### config.mk
export PLATFORM = sky130hd
export DESIGN_NAME = albacore_controller_ws
export DESIGN_NICKNAME = d
export VERILOG_FILES = /design/src/rtl/albacore_controller_ws.sv
export SDC_FILE = /design/constraint.sdc
export NUM_CORES = 1
export LEC_CHECK = 0
export ABC_AREA = 1
export CAP_MARGIN = 10
export CORE_UTILIZATION = 27
export CTS_BUF_LIST = sky130_fd_sc_hd__clkbuf_16
export DETAILED_ROUTE_END_ITERATION = 7
export PLACE_DENSITY = 0.57
export REMOVE_ABC_BUFFERS = 1
export SETUP_SLACK_MARGIN = 0.5
export SLEW_MARGIN = 20
export SYNTH_ARGS = -nofsm -noshare
export SYNTH_HDL_FRONTEND = slang
export SYNTH_SLANG_ARGS = --single-unit
### constraint.sdc
create_clock -name clk -period 4.75 [get_ports clk]
set_clock_uncertainty 0.1 [all_clocks]
set_input_delay 0.95 -clock clk [delete_from_list [all_inputs] [get_ports clk]]
set_output_delay 0.95 -clock clk [all_outputs]
set_load 0.01 [all_outputs]
### src/rtl/albacore_controller_ws.sv
`default_nettype none
// ============================================================================
// Module  : albacore_controller_ws
// Brief   : Multicycle albacore control FSM with memory handshake, timeout
//           fault, halt/resume, illegal-opcode trap and retired counter.
// Rev     : 1.0
// ============================================================================
module albacore_controller_ws #(
  parameter int OPCODE_W    = 4,
  parameter int ALU_OP_W    = 4,
  parameter int MEM_TIMEOUT = 15,
  parameter int RETIRE_W    = 16
) (
  input  logic                clk,
  input  logic                rst,
  input  logic [OPCODE_W-1:0] opcode,
  input  logic                zero,
  input  logic                neg,
  input  logic                mem_ready,
  input  logic                run,
  output logic                mem_req,
  output logic                s_addr,
  output logic                we_mem,
  output logic                en_inst,
  output logic                en_a,
  output logic                en_b,
  output logic                en_f,
  output logic                en_mdr,
  output logic                en_pc,
  output logic [ALU_OP_W-1:0] alu_op,
  output logic                s_regfile_din,
  output logic                s_regfile_rw,
  output logic                we_regfile,
  output logic                halted,
  output logic                fault,
  output logic [RETIRE_W-1:0] retired_count
);

  localparam int c_wait_w = (MEM_TIMEOUT > 1) ? $clog2(MEM_TIMEOUT) : 1;
  localparam logic [c_wait_w-1:0] c_wait_last =
    (MEM_TIMEOUT > 0) ? c_wait_w'(MEM_TIMEOUT - 1) : '0;

  typedef enum logic [4:0] {
    S_HALT    = 5'd0,
    S_IFETCH  = 5'd1,
    S_DECODE  = 5'd2,
    S_EX_ALU  = 5'd3,
    S_EX_LD   = 5'd4,
    S_EX_ST   = 5'd5,
    S_EX_BR   = 5'd6,
    S_EX_BZ   = 5'd7,
    S_EX_BN   = 5'd8,
    S_EX_JAL  = 5'd9,
    S_EX_JR   = 5'd10,
    S_EX_QUIT = 5'd11,
    S_MEM_LD  = 5'd12,
    S_MEM_ST  = 5'd13,
    S_WB_ALU  = 5'd14,
    S_WB_LD   = 5'd15,
    S_WB_JAL  = 5'd16,
    S_FAULT   = 5'd17
  } state_t;

  state_t                r_state;
  state_t                w_next;
  logic [c_wait_w-1:0]   r_wait;
  logic [RETIRE_W-1:0]   r_retired;
  logic                  w_illegal;
  logic                  w_timeout;
  logic [3:0]            w_alu;
  logic                  w_mem_req, w_s_addr, w_we_mem, w_en_inst, w_en_a, w_en_b;
  logic                  w_en_f, w_en_mdr, w_en_pc, w_din, w_rw, w_we_rf;

  // Opcodes wider than the base map trap whenever any upper bit is set.
  generate
    if (OPCODE_W > 4) begin : g_wide_op
      assign w_illegal = |opcode[OPCODE_W-1:4];
    end else begin : g_base_op
      assign w_illegal = 1'b0;
    end
  endgenerate

  // Fires on the MEM_TIMEOUT-th consecutive not-ready cycle; a ready wins.
  assign w_timeout = (MEM_TIMEOUT != 0) && (r_wait == c_wait_last) && !mem_ready;

  always_comb begin
    w_next    = r_state;
    w_mem_req = 1'b0;
    w_s_addr  = 1'b0;
    w_we_mem  = 1'b0;
    w_en_inst = 1'b0;
    w_en_a    = 1'b0;
    w_en_b    = 1'b0;
    w_en_f    = 1'b0;
    w_en_mdr  = 1'b0;
    w_en_pc   = 1'b0;
    w_alu     = 4'd0;
    w_din     = 1'b0;
    w_rw      = 1'b0;
    w_we_rf   = 1'b0;
    case (r_state)
      S_HALT: if (run) w_next = S_IFETCH;
      S_IFETCH: begin
        w_mem_req = 1'b1;
        if (mem_ready) begin
          w_en_inst = 1'b1;
          w_next    = S_DECODE;
        end else if (w_timeout) begin
          w_next = S_FAULT;
        end
      end
      S_DECODE: begin
        w_en_a = 1'b1;
        w_en_b = 1'b1;
        if (w_illegal) begin
          w_next = S_FAULT;
        end else begin
          case (opcode[3:0])
            4'd8:    w_next = S_EX_LD;
            4'd9:    w_next = S_EX_ST;
            4'd10:   w_next = S_EX_BR;
            4'd11:   w_next = S_EX_BZ;
            4'd12:   w_next = S_EX_BN;
            4'd13:   w_next = S_EX_JAL;
            4'd14:   w_next = S_EX_JR;
            4'd15:   w_next = S_EX_QUIT;
            default: w_next = S_EX_ALU;
          endcase
        end
      end
      S_EX_ALU: begin
        w_alu  = {1'b0, opcode[2:0]};
        w_en_f = 1'b1;
        w_next = S_WB_ALU;
      end
      S_EX_LD:  begin w_alu = 4'd8;  w_en_f = 1'b1; w_next = S_MEM_LD; end
      S_EX_ST:  begin w_alu = 4'd9;  w_en_f = 1'b1; w_next = S_MEM_ST; end
      S_EX_JAL: begin w_alu = 4'd10; w_en_f = 1'b1; w_next = S_WB_JAL; end
      S_EX_BR:  begin w_alu = 4'd11; w_en_pc = 1'b1; w_next = S_IFETCH; end
      S_EX_BZ:  begin w_alu = zero ? 4'd11 : 4'd10; w_en_pc = 1'b1; w_next = S_IFETCH; end
      S_EX_BN:  begin w_alu = neg ? 4'd11 : 4'd10;  w_en_pc = 1'b1; w_next = S_IFETCH; end
      S_EX_JR:  begin w_alu = 4'd13; w_en_pc = 1'b1; w_next = S_IFETCH; end
      S_EX_QUIT: begin w_alu = 4'd10; w_en_pc = 1'b1; w_next = S_HALT; end
      S_MEM_LD: begin
        w_mem_req = 1'b1;
        w_s_addr  = 1'b1;
        if (mem_ready) begin
          w_en_mdr = 1'b1;
          w_next   = S_WB_LD;
        end else if (w_timeout) begin
          w_next = S_FAULT;
        end
      end
      S_MEM_ST: begin
        w_mem_req = 1'b1;
        w_s_addr  = 1'b1;
        w_we_mem  = 1'b1;
        if (mem_ready) begin
          w_alu   = 4'd10;
          w_en_pc = 1'b1;
          w_next  = S_IFETCH;
        end else if (w_timeout) begin
          w_next = S_FAULT;
        end
      end
      S_WB_ALU: begin w_we_rf = 1'b1; w_alu = 4'd10; w_en_pc = 1'b1; w_next = S_IFETCH; end
      S_WB_LD: begin
        w_we_rf = 1'b1;
        w_din   = 1'b1;
        w_alu   = 4'd10;
        w_en_pc = 1'b1;
        w_next  = S_IFETCH;
      end
      S_WB_JAL: begin
        w_we_rf = 1'b1;
        w_rw    = 1'b1;
        w_alu   = 4'd12;
        w_en_pc = 1'b1;
        w_next  = S_IFETCH;
      end
      S_FAULT: w_next = S_FAULT;
      default: w_next = S_FAULT;
    endcase
  end

  always_ff @(posedge clk or posedge rst) begin
    if (rst) begin
      r_state   <= S_HALT;
      r_wait    <= '0;
      r_retired <= '0;
    end else begin
      r_state <= w_next;
      // Any transition clears the counter, which covers entry into a memory state.
      if (w_next != r_state)
        r_wait <= '0;
      else if (w_mem_req && !mem_ready && (MEM_TIMEOUT != 0))
        r_wait <= r_wait + 1'b1;
      if (w_en_pc)
        r_retired <= r_retired + 1'b1;
    end
  end

  assign mem_req       = w_mem_req;
  assign s_addr        = w_s_addr;
  assign we_mem        = w_we_mem;
  assign en_inst       = w_en_inst;
  assign en_a          = w_en_a;
  assign en_b          = w_en_b;
  assign en_f          = w_en_f;
  assign en_mdr        = w_en_mdr;
  assign en_pc         = w_en_pc;
  assign alu_op        = ALU_OP_W'(w_alu);
  assign s_regfile_din = w_din;
  assign s_regfile_rw  = w_rw;
  assign we_regfile    = w_we_rf;
  assign halted        = (r_state == S_HALT);
  assign fault         = (r_state == S_FAULT);
  assign retired_count = r_retired;

endmodule
`default_nettype wire

==> results.py, run 1 <==
metrics = {
    "clock_network": {
        "clkTransAtPathRegs_ns": 0.06,
        "cts_resized": 0,
        "clkSinkCount": 25,
        "hold_buffers": 0,
        "cts_buffers": 3,
        "cts_tree": "done",
        "clock_latency_ns": 0.26,
        "cts_setup_buffers": 0,
        "htree_levels": 1,
        "ctsRootBufferMaster": "clkbuf_16",
        "clockBufferDepth": 2,
    },
    "drt": {
        "drc": 0,
        "drt-vias-per-instance": 4.53,
        "vias": 1672,
        "wl_per_cell_um": 11.5,
        "drt-pass1-iter-count": 4,
        "detail_route.iter0.violations": 83,
        "wl_mm": 4.24,
        "drtAntennaViolNets": 0,
    },
    "floorplan": {
        "dieArea_um2": 6810,
        "die_h_um": 82.5,
        "fp.dieW_um": 82.5,
        "io_pins": 44,
        "start_util": 0.287,
        "rows": 28,
        "core_region_area_um2": 6100,
    },
    "logic_synthesis": {
        "synthMuxAreaShare": 0,
        "yosysWarnings": 0,
        "syn_inst": 249,
        "synth_seq_cells": 25,
        "syn_area_per_cell_um2": 7.03,
        "synth_area_leader_cell": "dfrtp_1",
        "synth_top_family_by_area": "simple AND/OR/NAND/NOR gates",
        "synth_fa_ha_area_frac": 0.0214,
        "synth_simple_gate_area_share": 0.399,
        "synth_cell_types": 25,
        "netlist.area_leader.share": 0.357,
        "synth_area_leaders": "dfrtp_1 (36%), nand2_1 (12%), xor2_1 (8.0%)",
        "syn_area_um2": 1750,
        "yosysSeqAreaShare": 0.357,
        "synth_compound_area_frac": 0.0464,
        "synth_xor_area_frac": 0.0900,
    },
    "cells_and_area": {
        "final_layout_size_suffix_gt1_frac": 0.0918,
        "fin_nets": 308,
        "multi_input_area_um2": 975,
        "finalInstanceArea_um2": 2340,
        "diodes": 0,
        "regArea_um2": 626,
        "num-fill-cells": 678,
        "synthToLayoutAreaGrowth_pct": 33.5,
    },
    "min_path": {
        "hp-class": "reg -> reg",
        "hold_path_depth": 1,
        "hp-start": "retired_count[11]",
        "hold_end": "retired_count[11]",
    },
    "sta": {
        "finalHoldViolations": 0,
        "setup_violations": 0,
        "tightestPinTransition_ns": 0.979,
        "period_share": 0.799,
        "fin_tns_setup_ns": 0,
        "max_freq_mhz": 263,
        "holdWs_ns": 0.419,
        "rsz0062_at_grt": "false",
        "min_period_ns": 3.80,
        "final_max_slew_viol_count": 0,
        "slew_headroom": 0.346,
    },
    "setup_path": {
        "cp_max_fo": 9,
        "endpoint_kind": "primary output",
        "critPathArrivalTime_ns": 2.75,
        "rr_worst_depth": 10,
        "critPathKind": "in -> out",
        "cp.required_ns": 3.70,
        "r2r-end": "retired_count[11]",
        "r2r-start": "r_state[1]",
        "start_kind": "input port",
        "r2r_slack_ns": 2.56,
    },
    "placed_design": {
        "place_area_um2": 2260,
        "gp_congestion": 0.904,
        "dpl.hpwl_mm": 3.33,
        "port_buffers": 43,
    },
    "power_and_ir_drop": {
        "swShare": 0.189,
        "power_density_nw_per_um2": 176,
        "seq_power_share": 0.519,
        "internal_power_uw": 333,
        "peakVddDrop_mv": 0.104,
        "p_leak_nw": 1.12,
        "combinationalPowerShare": 0.036,
        "power.share.clock": 0.445,
        "p_sw_uw": 77.7,
    },
    "grt": {
        "grt_pass1_wl_mm": 7.04,
        "grt_use_total": 0.135,
        "grt_max_degree": 26,
        "antenna_found_initial": 0,
        "grt_pass1_vias": 1583,
        "grt_overflow_total": 0,
    },
    "run_status": {
        "status": "complete, no violations",
    },
    "job": {
        "drv_cap": 0,
    },
}
cell families (layout without fill, tap and decap cells):
family	after synthesis	count (layout)
AO/OA/AOI/OAI	15	15
XOR/XNOR	18	18
adder cells (fa/ha/maj)	3	3
buffers and inverters	37	82
flip-flops	25	25
AND/OR/NAND/NOR	151	151
how the worst max path moves through the flow:
stage | cells after the start | slack, ns | startpoint | to
6_report | 6 | 0.95 | mem_ready | en_pc
5_1_grt | 6 | 0.91 | mem_ready | en_pc
4_1_cts | 6 | 0.99 | mem_ready | en_pc
3_5_place_dp | 6 | 1.00 | mem_ready | en_pc
3_3_place_gp | 6 | 1.03 | mem_ready | en_pc
2_1_floorplan | 4 | 2.05 | mem_ready | en_pc
layer usage:
| layer | routed length (um) | part of all wire | vias to the layer above | track usage |
|---|---|---|---|---|
| li1 | - | - | 886 | - |
| met1 | 2040 | 0.48 | 739 | 0.170 |
| met2 | 1970 | 0.46 | 41 | 0.236 |
| met3 | 175 | 0.041 | 6 | 0.0176 |
| met4 | 55 | 0.013 | 0 | 0.0483 |
| met5 | 0 | 0 | - | 0 |
flip-flops by register name, indices dropped and copies added, names as in the netlist:
| name | cells |
|---|---|
| retired_count | 16 |
| r_state | 5 |
| r_wait | 4 |
synth_stat cells:
cell	number
buf_4	1
nor4_1	4
nand2_2	6
or2_2	3
buf_2	1
ha_1	3
clkinv_1	1
xor2_1	16
dfrtp_1	25
nor3_1	11
buf_6	1
inv_2	4
inv_1	29
a21oi_1	2
o21ai_0	4
o21ai_1	7
a21oi_2	1
o21a_1	1
nor2_2	5
xnor2_1	2
nand2_1	56
nand3_2	4
nand3_1	24
nor2_1	31
nand4_1	7
placed cells by master (no fill, tap or decap), drive strengths merged:
master,instances
nor3,11
nand2,62
dfrtp,25
clkdlybuf4s50,43
xor2,16
xnor2,2
or2,3
clkinv,1
o21ai,11
nor2,36
nor4,4
inv,34
ha,3
a21oi,3
buf,1
clkbuf,3
nand4,7
nand3,28
o21a,1
power by group through the flow:
stage / logic (mW) / clock network, mW / registers (mW)
floorplan: 0.00541 / 0 / 0.217
global placement: 0.0152 / 0 / 0.217
detailed placement: 0.0155 / 0 / 0.217
CTS: 0.0154 / 0.193 / 0.213
global route: 0.0167 / 0.198 / 0.213
finish: 0.0149 / 0.183 / 0.213
stage by stage:
stage | setup slack, ns | instances | utilization | power (mW)
6_report | 0.954 | 369 | 0.384 | 0.410
5_1_grt | 0.906 | 369 | 0.384 | 0.427
4_1_cts | 0.988 | 369 | 0.384 | 0.422
3_5_place_dp | 1.00 | 365 | 0.371 | 0.232
3_3_place_gp | 1.03 | 365 | 0.371 | 0.232
2_1_floorplan | 2.05 | 246 | - | 0.222
final cells by class:
type	instances	share of cell area
Sequential cell	25	0.268
Tap cell	75	0.0401
Multi-Input combinational cell	187	0.417
Clock inverter	1	0.00161
Clock buffer	3	0.0321
Inverter	34	0.0546
Timing Repair Buffer	44	0.187
worst max-delay path: stages:
cell and delay, ns:
clkdlybuf4s50_1 0.49, clkinv_1 0.23, nor2_1 0.27, inv_1 0.13, nand2_2 0.12, clkdlybuf4s50_1 0.55
No activity file was read; power rests on OpenSTA's default activity.
==> run 2, diff against run 1 <==
--- a/config.mk
+++ b/config.mk
@@ -10,7 +10,7 @@
 export CORE_UTILIZATION = 27
 export CTS_BUF_LIST = sky130_fd_sc_hd__clkbuf_16
 export DETAILED_ROUTE_END_ITERATION = 7
-export PLACE_DENSITY = 0.57
+export PLACE_DENSITY = 0.59
 export REMOVE_ABC_BUFFERS = 1
 export SETUP_SLACK_MARGIN = 0.5
 export SLEW_MARGIN = 20
==> constraint.sdc (replaced) <==
create_clock -name clk -period 3.1 [get_ports clk]
set_clock_uncertainty 0.1 [all_clocks]
set_input_delay 0.62 -clock clk [delete_from_list [all_inputs] [get_ports clk]]
set_output_delay 0.62 -clock clk [all_outputs]
set_load 0.01 [all_outputs]
==> run 2 against run 1 <==
Combinational power increased by 66%. Non-clock buffer count increased by 9. Setup slack got worse by 0.48 ns. Total power increased by 54%. Clock power up 54%. Final area rose by 5.6%. Global-route usage is essentially flat.
==> results.py, run 2 (synthesis gave the netlist of run 1 again) <==
metrics = {
    "cells_and_area": {
        "fin_nets": 317,
        "multi_input_area_um2": 1020,
        "final_common_cell": "nand2_1",
        "diodes": 0,
        "layout_common_cells": "nand2_1 (54), clkdlybuf4s50_1 (35), inv_1 (29), nor2_1 (29), nand3_1 (22)",
        "final_layout_size_suffix_gt1_frac": 0.165,
        "regArea_um2": 632,
        "num-fill-cells": 653,
        "synthToLayoutAreaGrowth_pct": 41.0,
        "largest_register_ffs": 16,
    },
    "job": {
        "drv_cap": 0,
    },
    "sta": {
        "tightestPinTransition_ns": 0.457,
        "final_max_slew_viol_count": 0,
        "max_freq_mhz": 381,
        "fin_tns_setup_ns": 0,
        "timing.final.ws_setup_ns": 0.472,
        "setup_violations": 0,
        "min_period_ns": 2.63,
        "slew_headroom": 0.692,
        "finalHoldViolations": 0,
        "period_share": 0.848,
        "rsz0062_at_grt": "true",
    },
    "drt": {
        "drtAntennaViolNets": 0,
        "drt-vias-per-instance": 4.68,
        "drc": 0,
        "drt-pass1-iter-count": 4,
        "detail_route.iter0.violations": 43,
        "wl_per_cell_um": 11.7,
        "vias": 1768,
        "wl_mm": 4.40,
    },
    "setup_path": {
        "rr_worst_depth": 10,
        "r2r_slack_ns": 1.06,
        "start_kind": "input port",
        "r2r-end": "retired_count[9]",
        "endpoint_kind": "primary output",
        "cp_max_fo": 2,
        "critPathArrivalTime_ns": 1.91,
        "critPathKind": "in -> out",
        "r2r-start": "r_state[1]",
        "crit_path_end": "alu_op[3]",
        "cp.required_ns": 2.38,
        "crit_path_start": "mem_ready",
    },
    "clock_network": {
        "htree_levels": 1,
        "clock_latency_ns": 0.25,
        "cts_buffers": 3,
        "hold_buffers": 0,
        "cts_tree": "done",
        "clkTransAtPathRegs_ns": 0.06,
        "ctsRootBufferMaster": "clkbuf_16",
        "clockBufferDepth": 2,
        "clkSinkCount": 25,
    },
    "placed_design": {
        "dpl.hpwl_mm": 3.32,
        "gp_congestion": 0.883,
        "port_buffers": 43,
        "pre_cts_ws_ns": 0.195,
    },
    "power_and_ir_drop": {
        "swShare": 0.189,
        "p_leak_nw": 1.21,
        "seq_power_share": 0.516,
        "combinationalPowerShare": 0.039,
        "power_density_nw_per_um2": 256,
        "power.share.clock": 0.445,
        "internal_power_uw": 513,
        "p_sw_uw": 119,
        "peakVddDrop_mv": 0.162,
    },
    "run_status": {
        "status": "complete, no violations",
    },
    "grt": {
        "grt_pass1_vias": 1640,
        "grt_overflow_total": 0,
        "grt_use_total": 0.135,
        "antenna_found_initial": 0,
        "grt_max_degree": 26,
        "grt_pass1_wl_mm": 7.15,
    },
    "floorplan": {
        "io_pins": 44,
        "fp.dieW_um": 82.5,
        "dieArea_um2": 6810,
        "rows": 28,
        "die_h_um": 82.5,
        "start_util": 0.287,
        "core_region_area_um2": 6100,
    },
    "min_path": {
        "hp-class": "reg -> reg",
        "hold_path_depth": 1,
    },
}
-- run 2: changes by cell type in the layout (fill, tap and decap cells not counted), moves of 4 or more --
cell,change
buf_4,+8
clkdlybuf4s50_1,-8
nor2_4,+4
dfrtp_1,-5
dlygate4sd2_1,+7
dfrtp_2,+5
-- run 2: worst min path at each step --
stage	start	to	slack, ns
2_1_floorplan	r_wait[3]	r_wait[3]	0.42
3_3_place_gp	retired_count[0]	retired_count[0]	0.41
3_5_place_dp	retired_count[0]	retired_count[0]	0.42
4_1_cts	retired_count[11]	retired_count[11]	0.43
5_1_grt	retired_count[11]	retired_count[11]	0.46
6_report	retired_count[11]	retired_count[11]	0.43
-- run 2: power by group through the flow --
stage / clock [mW] / sequential (mW) / combinational [mW]
after floorplan: 0 / 0.332 / 0.00829
after global placement: 0 / 0.332 / 0.0253
final: 0.281 / 0.326 / 0.0248
after detailed placement: 0 / 0.332 / 0.0254
after global routing: 0.302 / 0.326 / 0.0281
after CTS: 0.292 / 0.326 / 0.0255
-- run 2: cell type report --
class                   instances  area share
clock buffers                   3      0.0304
flip-flops and latches         25       0.256
repair buffers                 53       0.207
inverters                      34      0.0517
well taps                      75      0.0380
clock inverters                 1     0.00203
multi-input cells             187       0.415
-- run 2: what timing repair did --
| action | in CTS | in global routing |
|---|---|---|
| buffers inserted | 0 | 7 |
| setup endpoints to repair | 13 | 9 |
| resized for setup | 19 | 7 |
| pin swaps | 1 | 2 |
-- run 2: layer usage --
layer	vias up	GRT usage	share of wire
met1	802	0.174	0.48
met2	53	0.231	0.46
met3	8	0.0220	0.044
met4	0	0.0414	0.013
li1	905	-	-
met5	-	0	0
-- run 2: stage by stage --
step                hold WS, ns  utilization  cell area (um^2)  cells  total power, mW
global placement          0.414        0.373              2270    367            0.358
CTS                       0.429        0.390              2380    371            0.643
detailed placement        0.416        0.373              2270    367            0.358
finish                    0.425        0.405              2470    378            0.632
global route              0.461        0.405              2470    378            0.656
floorplan                 0.419            -              1730    246            0.341
-- run 2: worst max-delay path: stages --
cell and delay [ns]:
clkdlybuf4s50_1 0.42, clkinv_1 0.09, nor2_4 0.04, nor4_1 0.26
nand4_1 0.15, dlygate4sd2_1 0.31
